### src/rtl/ariane_pkg.sv
// Shared commit-stage types: scoreboard entries, exceptions, AMO responses,
// the commit FSM state and opcode classification helpers.
package ariane_pkg;

    typedef enum logic [3:0] {
        NONE, LOAD, STORE, ALU, CTRL_FLOW, MULT, CSR, FPU, FPU_VEC
    } fu_t;

    typedef enum logic [4:0] {
        ADD, SUB, LD, SD, JAL, MUL, CSRRW, FENCE, FENCE_I, SFENCE_VMA,
        AMO_ADD, AMO_SWAP, FADD, FMUL, FLD, FCMP
    } fu_op;

    typedef struct packed {
        logic [63:0] cause;
        logic [63:0] tval;
        logic        valid;
    } exception_t;

    typedef struct packed {
        logic        ack;
        logic [63:0] result;
    } amo_resp_t;

    typedef struct packed {
        fu_t         fu;
        fu_op        op;
        logic [4:0]  rd;
        logic [63:0] result;
        logic        valid;
        exception_t  ex;
    } scoreboard_entry_t;

    typedef enum logic [1:0] {IDLE, DRAIN, AMO_WAIT} commit_state_e;

    function automatic logic is_serialising(input fu_op op);
        return (op == FENCE) || (op == FENCE_I) || (op == SFENCE_VMA);
    endfunction

    function automatic logic is_amo(input fu_op op);
        return (op == AMO_ADD) || (op == AMO_SWAP);
    endfunction

    function automatic logic is_rd_fpr(input fu_op op);
        return (op == FADD) || (op == FMUL) || (op == FLD);
    endfunction

endpackage

### src/rtl/commit_drain_ctrl.sv
// Commit FSM: serialises fences (wait for store drain) and AMOs (wait for the
// memory response), with a saturating drain-wait counter.
module commit_drain_ctrl
    import ariane_pkg::*;
#(
    parameter int DRAIN_TIMEOUT = 1023
) (
    input  logic          clk_i,
    input  logic          rst_i,
    input  logic          drain_req_i,
    input  logic          amo_req_i,
    input  logic          no_st_pending_i,
    input  logic          amo_ack_i,
    output commit_state_e state_o,
    output logic          drain_timeout_o
);
    localparam int CW = $clog2(DRAIN_TIMEOUT + 2);
    localparam logic [CW-1:0] CNT_MAX = CW'(DRAIN_TIMEOUT);

    commit_state_e state_q, state_d;
    logic [CW-1:0] cnt_q, cnt_d;
    logic          timeout_q, timeout_d;

    // Next state and drain counter; the counter restarts on every DRAIN entry.
    always_comb begin
        state_d = state_q;
        cnt_d   = cnt_q;
        case (state_q)
            IDLE: begin
                if (drain_req_i) begin
                    state_d = DRAIN;
                    cnt_d   = '0;
                end else if (amo_req_i) begin
                    state_d = AMO_WAIT;
                end else begin
                    state_d = IDLE;
                end
            end
            DRAIN: begin
                if (cnt_q != CNT_MAX) begin
                    cnt_d = cnt_q + CW'(1'b1);
                end else begin
                    cnt_d = cnt_q;
                end
                if (no_st_pending_i) begin
                    state_d = IDLE;
                end else begin
                    state_d = DRAIN;
                end
            end
            AMO_WAIT: begin
                if (amo_ack_i) begin
                    state_d = IDLE;
                end else begin
                    state_d = AMO_WAIT;
                end
            end
            default: state_d = IDLE;
        endcase
        timeout_d = (state_d == DRAIN) && (cnt_d == CNT_MAX);
    end

    // State, counter and timeout flag registers.
    always_ff @(posedge clk_i or posedge rst_i) begin
        if (rst_i) begin
            state_q   <= IDLE;
            cnt_q     <= '0;
            timeout_q <= 1'b0;
        end else begin
            state_q   <= state_d;
            cnt_q     <= cnt_d;
            timeout_q <= timeout_d;
        end
    end

    assign state_o         = state_q;
    assign drain_timeout_o = timeout_q;

endmodule

### src/rtl/commit_stage_mp.sv
// Multi-port commit stage: retires up to NR_COMMIT_PORTS in-order heads per
// cycle, routing fences and AMOs through commit_drain_ctrl.
module commit_stage_mp
    import ariane_pkg::*;
#(
    parameter int NR_COMMIT_PORTS = 4,
    parameter int DRAIN_TIMEOUT   = 1023
) (
    input  logic                                      clk_i,
    input  logic                                      rst_i,
    input  logic                                      halt_i,
    input  logic                                      single_step_i,
    input  scoreboard_entry_t [NR_COMMIT_PORTS-1:0]   commit_instr_i,
    output logic [NR_COMMIT_PORTS-1:0]                commit_ack_o,
    output logic [NR_COMMIT_PORTS-1:0]                we_gpr_o,
    output logic [NR_COMMIT_PORTS-1:0]                we_fpr_o,
    output logic [NR_COMMIT_PORTS-1:0][4:0]           waddr_o,
    output logic [NR_COMMIT_PORTS-1:0][63:0]          wdata_o,
    output logic                                      commit_lsu_o,
    input  logic                                      commit_lsu_ready_i,
    input  logic                                      no_st_pending_i,
    input  amo_resp_t                                 amo_resp_i,
    output logic                                      amo_valid_commit_o,
    input  exception_t                                csr_exception_i,
    input  logic [63:0]                               csr_rdata_i,
    output logic                                      commit_csr_o,
    output exception_t                                exception_o,
    output logic                                      fence_o,
    output logic                                      fence_i_o,
    output logic                                      sfence_vma_o,
    output logic                                      flush_commit_o,
    output logic                                      csr_write_fflags_o,
    output logic [4:0]                                fflags_o,
    output logic [$clog2(NR_COMMIT_PORTS+1)-1:0]      retire_cnt_o,
    output logic [63:0]                               instret_o,
    output logic                                      drain_timeout_o
);
    localparam int CNT_W = $clog2(NR_COMMIT_PORTS + 1);

    commit_state_e              state_s;
    scoreboard_entry_t          head_s;
    logic                       head_ok_s, drain_req_s, amo_req_s;
    logic [NR_COMMIT_PORTS-1:0] ack_s;
    logic [CNT_W-1:0]           retire_cnt_s;
    logic [63:0]                instret_q, instret_d;

    function automatic logic port_retirable(input scoreboard_entry_t e);
        return e.valid && !e.ex.valid && !is_amo(e.op) && !is_serialising(e.op) &&
               (e.fu inside {ALU, LOAD, CTRL_FLOW, MULT, FPU, FPU_VEC});
    endfunction

    assign head_s      = commit_instr_i[0];
    assign head_ok_s   = head_s.valid && !head_s.ex.valid && !halt_i;
    assign drain_req_s = (state_s == IDLE) && head_ok_s && is_serialising(head_s.op);
    assign amo_req_s   = (state_s == IDLE) && head_ok_s && is_amo(head_s.op);

    commit_drain_ctrl #(.DRAIN_TIMEOUT(DRAIN_TIMEOUT)) u_drain_ctrl (
        .clk_i           (clk_i),
        .rst_i           (rst_i),
        .drain_req_i     (drain_req_s),
        .amo_req_i       (amo_req_s),
        .no_st_pending_i (no_st_pending_i),
        .amo_ack_i       (amo_resp_i.ack),
        .state_o         (state_s),
        .drain_timeout_o (drain_timeout_o)
    );

    // Ack chain and single-cycle pulses; younger ports only ride along with an IDLE ack.
    always_comb begin
        ack_s          = '0;
        commit_lsu_o   = 1'b0;
        commit_csr_o   = 1'b0;
        fence_o        = 1'b0;
        fence_i_o      = 1'b0;
        sfence_vma_o   = 1'b0;
        flush_commit_o = 1'b0;
        case (state_s)
            IDLE: begin
                if (head_ok_s && !drain_req_s && !amo_req_s) begin
                    if (head_s.fu == STORE) begin
                        ack_s[0]     = commit_lsu_ready_i;
                        commit_lsu_o = commit_lsu_ready_i;
                    end else if (head_s.fu == CSR) begin
                        ack_s[0]     = !csr_exception_i.valid;
                        commit_csr_o = !csr_exception_i.valid;
                    end else begin
                        ack_s[0] = 1'b1;
                    end
                end else begin
                    ack_s[0] = 1'b0;
                end
                for (int i = 1; i < NR_COMMIT_PORTS; i++) begin
                    ack_s[i] = ack_s[i-1] && port_retirable(commit_instr_i[i]) &&
                               !single_step_i && !halt_i;
                end
            end
            DRAIN: begin
                if (no_st_pending_i) begin
                    ack_s[0]     = 1'b1;
                    fence_o      = (head_s.op == FENCE);
                    fence_i_o    = (head_s.op == FENCE_I);
                    sfence_vma_o = (head_s.op == SFENCE_VMA);
                end else begin
                    ack_s[0] = 1'b0;
                end
            end
            AMO_WAIT: begin
                if (amo_resp_i.ack) begin
                    ack_s[0]       = 1'b1;
                    flush_commit_o = 1'b1;
                end else begin
                    ack_s[0] = 1'b0;
                end
            end
            default: ack_s = '0;
        endcase
        if (rst_i) begin
            ack_s          = '0;
            commit_lsu_o   = 1'b0;
            commit_csr_o   = 1'b0;
            fence_o        = 1'b0;
            fence_i_o      = 1'b0;
            sfence_vma_o   = 1'b0;
            flush_commit_o = 1'b0;
        end else begin
            ack_s = ack_s;
        end
    end

    // Register-file write ports, fflags merge and retire count.
    always_comb begin
        we_gpr_o           = '0;
        we_fpr_o           = '0;
        fflags_o           = 5'b0;
        csr_write_fflags_o = 1'b0;
        retire_cnt_s       = '0;
        for (int i = 0; i < NR_COMMIT_PORTS; i++) begin
            waddr_o[i] = commit_instr_i[i].rd;
            wdata_o[i] = commit_instr_i[i].result;
            if (ack_s[i]) begin
                retire_cnt_s = retire_cnt_s + CNT_W'(1'b1);
                if (is_rd_fpr(commit_instr_i[i].op)) begin
                    we_fpr_o[i] = 1'b1;
                end else begin
                    we_gpr_o[i] = 1'b1;
                end
                if (commit_instr_i[i].fu inside {FPU, FPU_VEC}) begin
                    fflags_o           = fflags_o | commit_instr_i[i].ex.cause[4:0];
                    csr_write_fflags_o = 1'b1;
                end else begin
                    csr_write_fflags_o = csr_write_fflags_o;
                end
            end else begin
                retire_cnt_s = retire_cnt_s;
            end
        end
        if (state_s == AMO_WAIT) begin
            wdata_o[0] = amo_resp_i.result;
        end else if ((state_s == IDLE) && (head_s.fu == CSR)) begin
            wdata_o[0] = csr_rdata_i;
        end else begin
            wdata_o[0] = head_s.result;
        end
    end

    // Trap report: head exception wins, else the CSR file's exception with the head's tval.
    always_comb begin
        exception_o = '0;
        if ((state_s == IDLE) && head_s.valid) begin
            if (head_s.ex.valid) begin
                exception_o = head_s.ex;
            end else begin
                exception_o      = csr_exception_i;
                exception_o.tval = head_s.ex.tval;
            end
            exception_o.valid = exception_o.valid && !halt_i;
        end else begin
            exception_o = '0;
        end
    end

    assign instret_d = instret_q + 64'(retire_cnt_s);

    // Retired-instruction counter, wraps naturally at 2^64.
    always_ff @(posedge clk_i or posedge rst_i) begin
        if (rst_i) begin
            instret_q <= 64'd0;
        end else begin
            instret_q <= instret_d;
        end
    end

    assign commit_ack_o       = ack_s;
    assign retire_cnt_o       = retire_cnt_s;
    assign instret_o          = instret_q;
    assign amo_valid_commit_o = (state_s == AMO_WAIT);

endmodule

### config.mk
export PLATFORM = sky130hd
export DESIGN_NAME = commit_stage_mp
export DESIGN_NICKNAME = d
export VERILOG_FILES = /design/src/rtl/ariane_pkg.sv /design/src/rtl/commit_drain_ctrl.sv /design/src/rtl/commit_stage_mp.sv
export SDC_FILE = /design/constraint.sdc
export NUM_CORES = 1
export LEC_CHECK = 0
export ABC_CLOCK_PERIOD_IN_PS = 4400
export CAP_MARGIN = 15
export CORE_AREA = 2 2 621 623
export DETAILED_ROUTE_END_ITERATION = 8
export DIE_AREA = 0 0 623 625
export DONT_BUFFER_PORTS = 1
export GPL_TIMING_DRIVEN = 1
export HOLD_SLACK_MARGIN = 0.15
export PLACE_DENSITY = 0.3
export SLEW_MARGIN = 20
export SYNTH_ARGS = -nofsm -noshare
export SYNTH_HDL_FRONTEND = slang
export SYNTH_HIERARCHICAL = 1
export SYNTH_SLANG_ARGS = --single-unit
export TNS_END_PERCENT = 50
### constraint.sdc
create_clock -name clk_i -period 4.4 [get_ports clk_i]
set_clock_uncertainty 0.05 [all_clocks]
set_input_delay 0.88 -clock clk_i [delete_from_list [all_inputs] [get_ports clk_i]]
set_output_delay 0.88 -clock clk_i [all_outputs]
set_load 0.005 [all_outputs]
# After elaboration in Yosys (flattened, before gate mapping)
# Index checks and enable logic that the tools add are counted.
# Widths: inputs -> output; s select.
# op_classes
addsub	5
mul	0
div_mod_pow	0
n_lt_le_gt_ge	0
n_eq_ne	59
n_shift	0
n_mux	78
bitwise_logic	3
n_reduce_logical	75
# ops
cell	count
$mux 129	3
$eq 5x4->1 const B	28
$mux 64	2
$add 64x3->64	1
$mux 1	52
$eq 4x3->1 const B	11
$mux 5	8
$logic_and 1x1->1	32
$mux 11	2
$pmux 11 s2	1
$eq 5x3->1 const B	4
$logic_or 1x1->1	20
$reduce_bool 6->1	3
$eq 4x2->1 const B	4
$eq 4x4->1 const B	4
$logic_not 1->1	15
$or 5x5->5	3
$eq 4x1->1 const B	3
$mux 3	4
$add 11x1->11 const B	1
$eq 11x10->1 const B	1
$ne 11x10->1 const B	1
$add 3x1->3 const B	3
$reduce_bool 2->1	4
7 further kinds	10
# totals
regBits	78
latch_bits	0
ram_bits	0
mem_bits_ro	0
inputBits	1096
output_inout_bits	498
wordCells	224
memories	0

# Logic depth before layout (Yosys ltp)
# logic_depth
word_depth	31
mapped_depth	21
ltp_nobuf	18

# By module
# Netlist, hierarchy kept.
# modules_own_cells
module	instances	cells_each	area_each_um2	seq_area_each_um2
commit_stage_mp	1	1068	8177.8	1601.5
commit_drain_ctrl	1	88	835.8	350.3

# Least setup slack after synthesis
# No wires, ideal clock.
# synth_timing
path_kind	input-to-reg
startpoint	input commit_instr_i[0] (netlist name)
endpoint	register instret_q[38], in the netlist instret_o[38]
setup_time_ps	79
t_arrival_ps	4760
required_time_ps	4271
slack_ps	-489
stages	19
path_buffers	3
path_cell_list	clkbuf_1 -> nor4b_1 -> o41ai_1 -> a21oi_1 -> clkbuf_1 -> o21ai_0 -> ha_1 -> xnor2_1 -> ha_1 -> inv_1 -> mux2i_1 -> mux2i_1 -> fa_1 -> nor2b_1 -> o2111ai_1 -> or4_1 -> buf_2 -> nor4_1 -> xor2_1
# synth_between
elab_chain_cells	23
word_cells_on_any_way	32
classes_between	4 x add/sub; 9 x mux; 19 x reduce/logical
# synth_lines
item	line_no	rtl
from (decl)	commit_stage_mp.sv:13	input scoreboard_entry_t [NR_COMMIT_PORTS-1:0] commit_instr_i,
$logic_not 1->1 *	commit_stage_mp.sv:53	assign head_ok_s = head_s.valid && !head_s.ex.valid && !halt_i;
$logic_and 1x1->1 * (2 in a row)	commit_stage_mp.sv:53	
$logic_and 1x1->1	commit_stage_mp.sv:54, commit_stage_mp.sv:55	
$logic_and 1x1->1	commit_stage_mp.sv:54	assign drain_req_s = (state_s == IDLE) && head_ok_s && is_serialising(head_s.op);
$logic_not 1->1	commit_stage_mp.sv:79	if (head_ok_s && !drain_req_s && !amo_req_s) begin
$logic_and 1x1->1	commit_stage_mp.sv:79	
$logic_and 1x1->1 *	commit_stage_mp.sv:79	
$mux 1 *	commit_stage_mp.sv:79	
[... 6 more ...]	n/a	
$logic_and 1x1->1	commit_stage_mp.sv:94	!single_step_i && !halt_i;
$logic_and 1x1->1 (2 in a row)	commit_stage_mp.sv:93	ack_s[i] = ack_s[i-1] && port_retirable(commit_instr_i[i]) &&
$logic_and 1x1->1	commit_stage_mp.sv:94	
$mux 3	commit_stage_mp.sv:77	case (state_s)
$mux 4 *	commit_stage_mp.sv:117	if (rst_i) begin
$mux 3 *	commit_stage_mp.sv:140	if (ack_s[i]) begin
$add 64x3->64 *	commit_stage_mp.sv:182	assign instret_d = instret_q + 64'(retire_cnt_s);
net instret_d[38]	commit_stage_mp.sv:45	logic [63:0] instret_q, instret_d;
to (signal assigned)	commit_stage_mp.sv:189	instret_q <= instret_d;
to (decl)	commit_stage_mp.sv:45	
# Mark *: on every way through the listed nets, which the timed path passes. The rest lies on a longest branch. The select of a mux whose other input is x is not followed.

# Final worst setup path
# layout_timing
startpoint	input commit_instr_i[207] (netlist name)
endpoint	register instret_q[38], in the netlist instret_o[38]
# layout_between
elab_chain_cells	18
word_cells_on_any_way	26
classes_between	4 x add/sub; 2 x eq/ne; 11 x mux; 9 x reduce/logical
# layout_lines
item	line_no	rtl
$eq 4x3->1	commit_stage_mp.sv:83	end else if (head_s.fu == CSR) begin
$mux 1	commit_stage_mp.sv:83	
$mux 1 *	commit_stage_mp.sv:80	if (head_s.fu == STORE) begin
$mux 1 *	commit_stage_mp.sv:79	
$mux 1 *	commit_stage_mp.sv:77	
$logic_and 1x1->1 (2 in a row)	commit_stage_mp.sv:93	
$logic_and 1x1->1	commit_stage_mp.sv:94	
$logic_and 1x1->1 (2 in a row)	commit_stage_mp.sv:93	
$logic_and 1x1->1	commit_stage_mp.sv:94	
$logic_and 1x1->1 (2 in a row)	commit_stage_mp.sv:93	
$logic_and 1x1->1	commit_stage_mp.sv:94	
$mux 3	commit_stage_mp.sv:77	
$mux 4 *	commit_stage_mp.sv:117	
$mux 3 *	commit_stage_mp.sv:140	
$add 64x3->64 *	commit_stage_mp.sv:182	
net instret_d[38]	commit_stage_mp.sv:45	
# Marked as above.

==> results.txt <==
----------------------------------------------------
[Outcome]
  Outcome ... finished, violations left
  Violated checks ... negative setup slack

[Logic synthesis]
  Per-instance average area after synthesis ... 7.80 µm²
  Async set-reset flop share out of synthesis ... 100%
  Instance count of the mapped netlist ... 1156
  Most used standard cells in the synthesized netlist ... 213 x sky130_fd_sc_hd__buf_4, 132 x sky130_fd_sc_hd__mux2i_1, 105 x sky130_fd_sc_hd__nor2_1, 97 x sky130_fd_sc_hd__nand2_1, 78 x sky130_fd_sc_hd__dfrtp_1
  Yosys top cell by area ... sky130_fd_sc_hd__dfrtp_1
  Post-synth top flop ... sky130_fd_sc_hd__dfrtp_1
  Synthesis-stage register bit count ... 78
  Register area share after synthesis ... 21.7%
  Synthesized area ... 9010 µm²
  Count of yosys warnings during synthesis ... 6
  Leading cell type by number of instances after synthesis ... sky130_fd_sc_hd__buf_4
  Fraction of synthesized cell area taken by the top area cell type ... between 20% and 30%
  Syn_nets ... between 2000 and 2500
  Top area cells in the synthesized netlist ... sky130_fd_sc_hd__dfrtp_1 22%, sky130_fd_sc_hd__buf_4 18%, sky130_fd_sc_hd__mux2i_1 15%
  Number of distinct library cell variants in the gate-level netlist after synthesis ... 73
  Number of synthesized flops with an enable pin ... 0

[CTS]
  Clk Latency, worst-skew pair ... 0.41 ns
  Total number of clock tree sinks ... 78
  H-tree Lvls ... 3
  Total CTS buffers ... 9
  TritonCTS clock tree ... done
  Maximum root-to-sink buffer count ... 2
  Clock-pin slew of the registers on the worst-case setup and hold paths ... around 0.08 ns
  Root buffer selected by CTS ... sky130_fd_sc_hd__clkbuf_16

[Timing]
  Number of endpoints with negative hold slack in the final report ... 0
  Slew HR ... 46.9%
  FMAX ... between 200 and 250 MHz
  # setup viols final ... 6
  Final worst path period need ... ~4.5 ns
  Final setup margin ... -0.0784 ns
  RSZ-0062 raised after global routing ... yes
  Final Max Tran Viols ... 0
  Worst slew pin tran ... 0.775 ns
  Share of the clock period used by the worst path after layout ... 102%

[Flow run]
  Number of max-cap violations ... 0

[Drt]
  Routed wire length ... 210 mm
  DRC violations left ... 0
  Starting DRT DRC Count ... between 800 and 900
  Total via count after detailed routing ... 10395
  Count of TritonRoute iterations in the first routing pass ... 5
  Antenna Nets Post-Route ... 0
  Mean number of vias per cell ... between 1.5 and 2
  Wirelength per Cell ... 33.8 µm

[Worst setup path]
  Worst setup EP type ... flop
  Cell occurring most often along the worst timing path ... sky130_fd_sc_hd__mux2i_1
  Crit path buffers/inverters ... 3
  Worst-path maximum fanout ... 6
  Critical Path Source Type ... input port
  CP top delay family ... simple AND/OR/NAND/NOR gates
  Critical path class ... in -> reg
  List of cells traversed by the critical path ... nand2b_4, o41ai_2, a21oi_2, buf_4, o21ai_4, ha_4, xnor2_1, ha_1, inv_1, mux2i_1, mux2i_1, fa_2, nor2b_4, o2111ai_2, buf_6, or4_4, nor4_4, xor2_1
  WP data required ... approximately 4.7 ns
  Slowest cell delay on critical path ... approximately 0.58 ns
  Register-to-register path setup slack ... 0.07 ns
  Critical-path cell with the highest stage delay ... sky130_fd_sc_hd__or4_4
  Data arrival, critical path ... 4.77 ns

[Floorplan]
  Horizontal die dimension ... between 600 and 700 µm
  Initial Utilization ... 2.35%
  Boundary pin count ... 1594
  DIE AREA ... slightly below 400000 µm²
  Height of the die ... approximately 630 µm
  Number of standard-cell rows in the floorplan ... between 200 and 250
  Floorplan core area ... about 380000 µm²

[Power]
  Static Leak ... 5.14 nW
  Power density over the cells ... between 150 and 200 nW/µm²
  Max rail drop VDD ... 0.219 mV

[Finish]
  Area growth from synthesis to layout ... 79.3%
  Share of final-layout standard cells stronger than drive strength 1 ... 29.1%
  Finished layout cell area ... ~16000 µm²
  Share of the core filled with cells ... 4.21%
  Count of fill cells added during filler insertion ... 45465
  Number of nets at the end of the flow ... ~2200

[Placed design]
  RD Place Congestion ... 0.937
  Area post-placement ... 15400 µm²
  Number of buffer cells added on primary ports ... 0
  Final HPWL from detailed placement ... 198 mm

[Min path]
  Tightest Hold Check Type ... in -> async

[GRT]
  Antenna violations before repair ... 221
  Largest net degree at the start of global routing ... 68
  Overflow left after global routing ... 0
  Number of global-route vias before repair ... 9144
  Total global-route track usage ... 10.3%
  Global-route wire length before repair ... 229 mm

----------------------------------------------------
==> cell usage in the layout, fill, tap and decap left out, types with 5 or more instances in the layout <==
cell	Yosys	layout
sky130_fd_sc_hd__clkbuf_16	0	9
sky130_fd_sc_hd__nor4_1	17	7
sky130_fd_sc_hd__buf_4	213	209
sky130_fd_sc_hd__buf_12	0	11
sky130_fd_sc_hd__nor4_4	1	5
sky130_fd_sc_hd__xnor2_1	36	36
sky130_fd_sc_hd__nand2b_1	12	11
sky130_fd_sc_hd__nand3_1	26	25
sky130_fd_sc_hd__nand4b_1	5	5
sky130_fd_sc_hd__nor3_2	0	8
sky130_fd_sc_hd__nand2_1	97	96
sky130_fd_sc_hd__nand4_1	20	20
sky130_fd_sc_hd__nor4_2	1	7
sky130_fd_sc_hd__nor2_2	1	10
sky130_fd_sc_hd__a22oi_1	5	5
sky130_fd_sc_hd__inv_1	37	32
sky130_fd_sc_hd__o21ai_1	1	43
sky130_fd_sc_hd__buf_6	2	12
sky130_fd_sc_hd__and3_1	73	72
sky130_fd_sc_hd__o21ai_0	69	23
sky130_fd_sc_hd__diode_2	0	27
sky130_fd_sc_hd__a21oi_1	10	8
sky130_fd_sc_hd__xor2_1	30	29
sky130_fd_sc_hd__dfrtp_1	78	78
sky130_fd_sc_hd__nor2_1	105	95
sky130_fd_sc_hd__nor3_1	28	19
sky130_fd_sc_hd__o221ai_1	6	6
sky130_fd_sc_hd__mux2i_1	132	132
sky130_fd_sc_hd__a211oi_1	8	7
==> kinds of logic after synthesis <==
logic type                 share of synthesized area [%]
xor gates and xnor gates                            6.41
and+or+nand+nor                                     24.8
adders and majority gates                           1.19
buffers and inverters                               22.0
DFF                                                 21.7
muxes                                               15.0
AOI/OAI and AO/OA                                   8.86
==> sequential cells by signal (all words and copies together), names as in the netlist <==
name	count
instret_o	64
u_drain_ctrl/cnt_q	11
u_drain_ctrl/state_o	2
u_drain_ctrl/drain_timeout_o	1
==> metrics by stage <==
stage	hold slack, ns	setup WS [ns]	total power, mW	setup TNS [ns]	instances
2_1_floorplan	0.409	-0.0370	1.51	-0.177	1156
3_3_place_gp	0.443	-1.02	2.25	-37.15	6157
3_5_place_dp	0.449	-0.973	2.24	-34.05	6157
4_1_cts	0.370	-0.0781	3.15	-0.143	6188
5_1_grt	0.395	-0.287	3.25	-4.57	6203
6_report	0.378	-0.0784	3.09	-0.249	6217
==> power breakdown <==
part	switching (mW)	internal [mW]	total, mW	leakage (nW)
sequential	0.0950	0.772	0.867	0.977
combinational	0.977	0.428	1.41	4.02
clock	0.422	0.395	0.817	0.137
total	1.49	1.60	3.09	5.14
==> per-layer routing <==
metal	share of wire (%)	vias up	GRT usage, %
met3	27	514	12.7
met1	23	4581	6.92
met5	0.42	-	0.543
li1	-	3753	-
met4	5.7	96	4.55
met2	44	1451	16.5
==> final cells by class <==
type	instances	area, µm²	area share, %
well taps	5060	6330	39.2
clock buffers	9	225	1.39
inverters	37	141	0.875
multi-input cells	767	5460	33.8
flip-flops and latches	78	1950	12.1
repair buffers	232	1920	11.9
diodes	27	67.6	0.418
clock inverters	7	63.8	0.395
==> final timing paths <==
kind                                              startpoint                                 to  depth (start not counted)
setup / recovery                         commit_instr_i[207]            instret_o[38]$_DFF_PP0_                         18
hold / removal                                         rst_i  u_drain_ctrl/state_o[1]$_DFF_PP0_                          1
setup reg to reg           u_drain_ctrl/state_o[0]$_DFF_PP0_            instret_o[38]$_DFF_PP0_                         17
hold reg to reg                      instret_o[63]$_DFF_PP0_            instret_o[63]$_DFF_PP0_                          1
max in group asynchronous                              rst_i            instret_o[13]$_DFF_PP0_                          2
min in group clk_i                   instret_o[63]$_DFF_PP0_            instret_o[63]$_DFF_PP0_                          1
==> timing repair <==
item | in CTS | in global routing
endpoints found under the setup margin | 41 | 45
gates cloned | 0 | 1
pin swaps | 13 | 11
buffers inserted | 16 | 3
resized for setup | 31 | 23
hold buffers | 0 | 0
endpoints found under the hold margin | 0 | 0
Note: power is estimated with default switching activity, not from simulation.
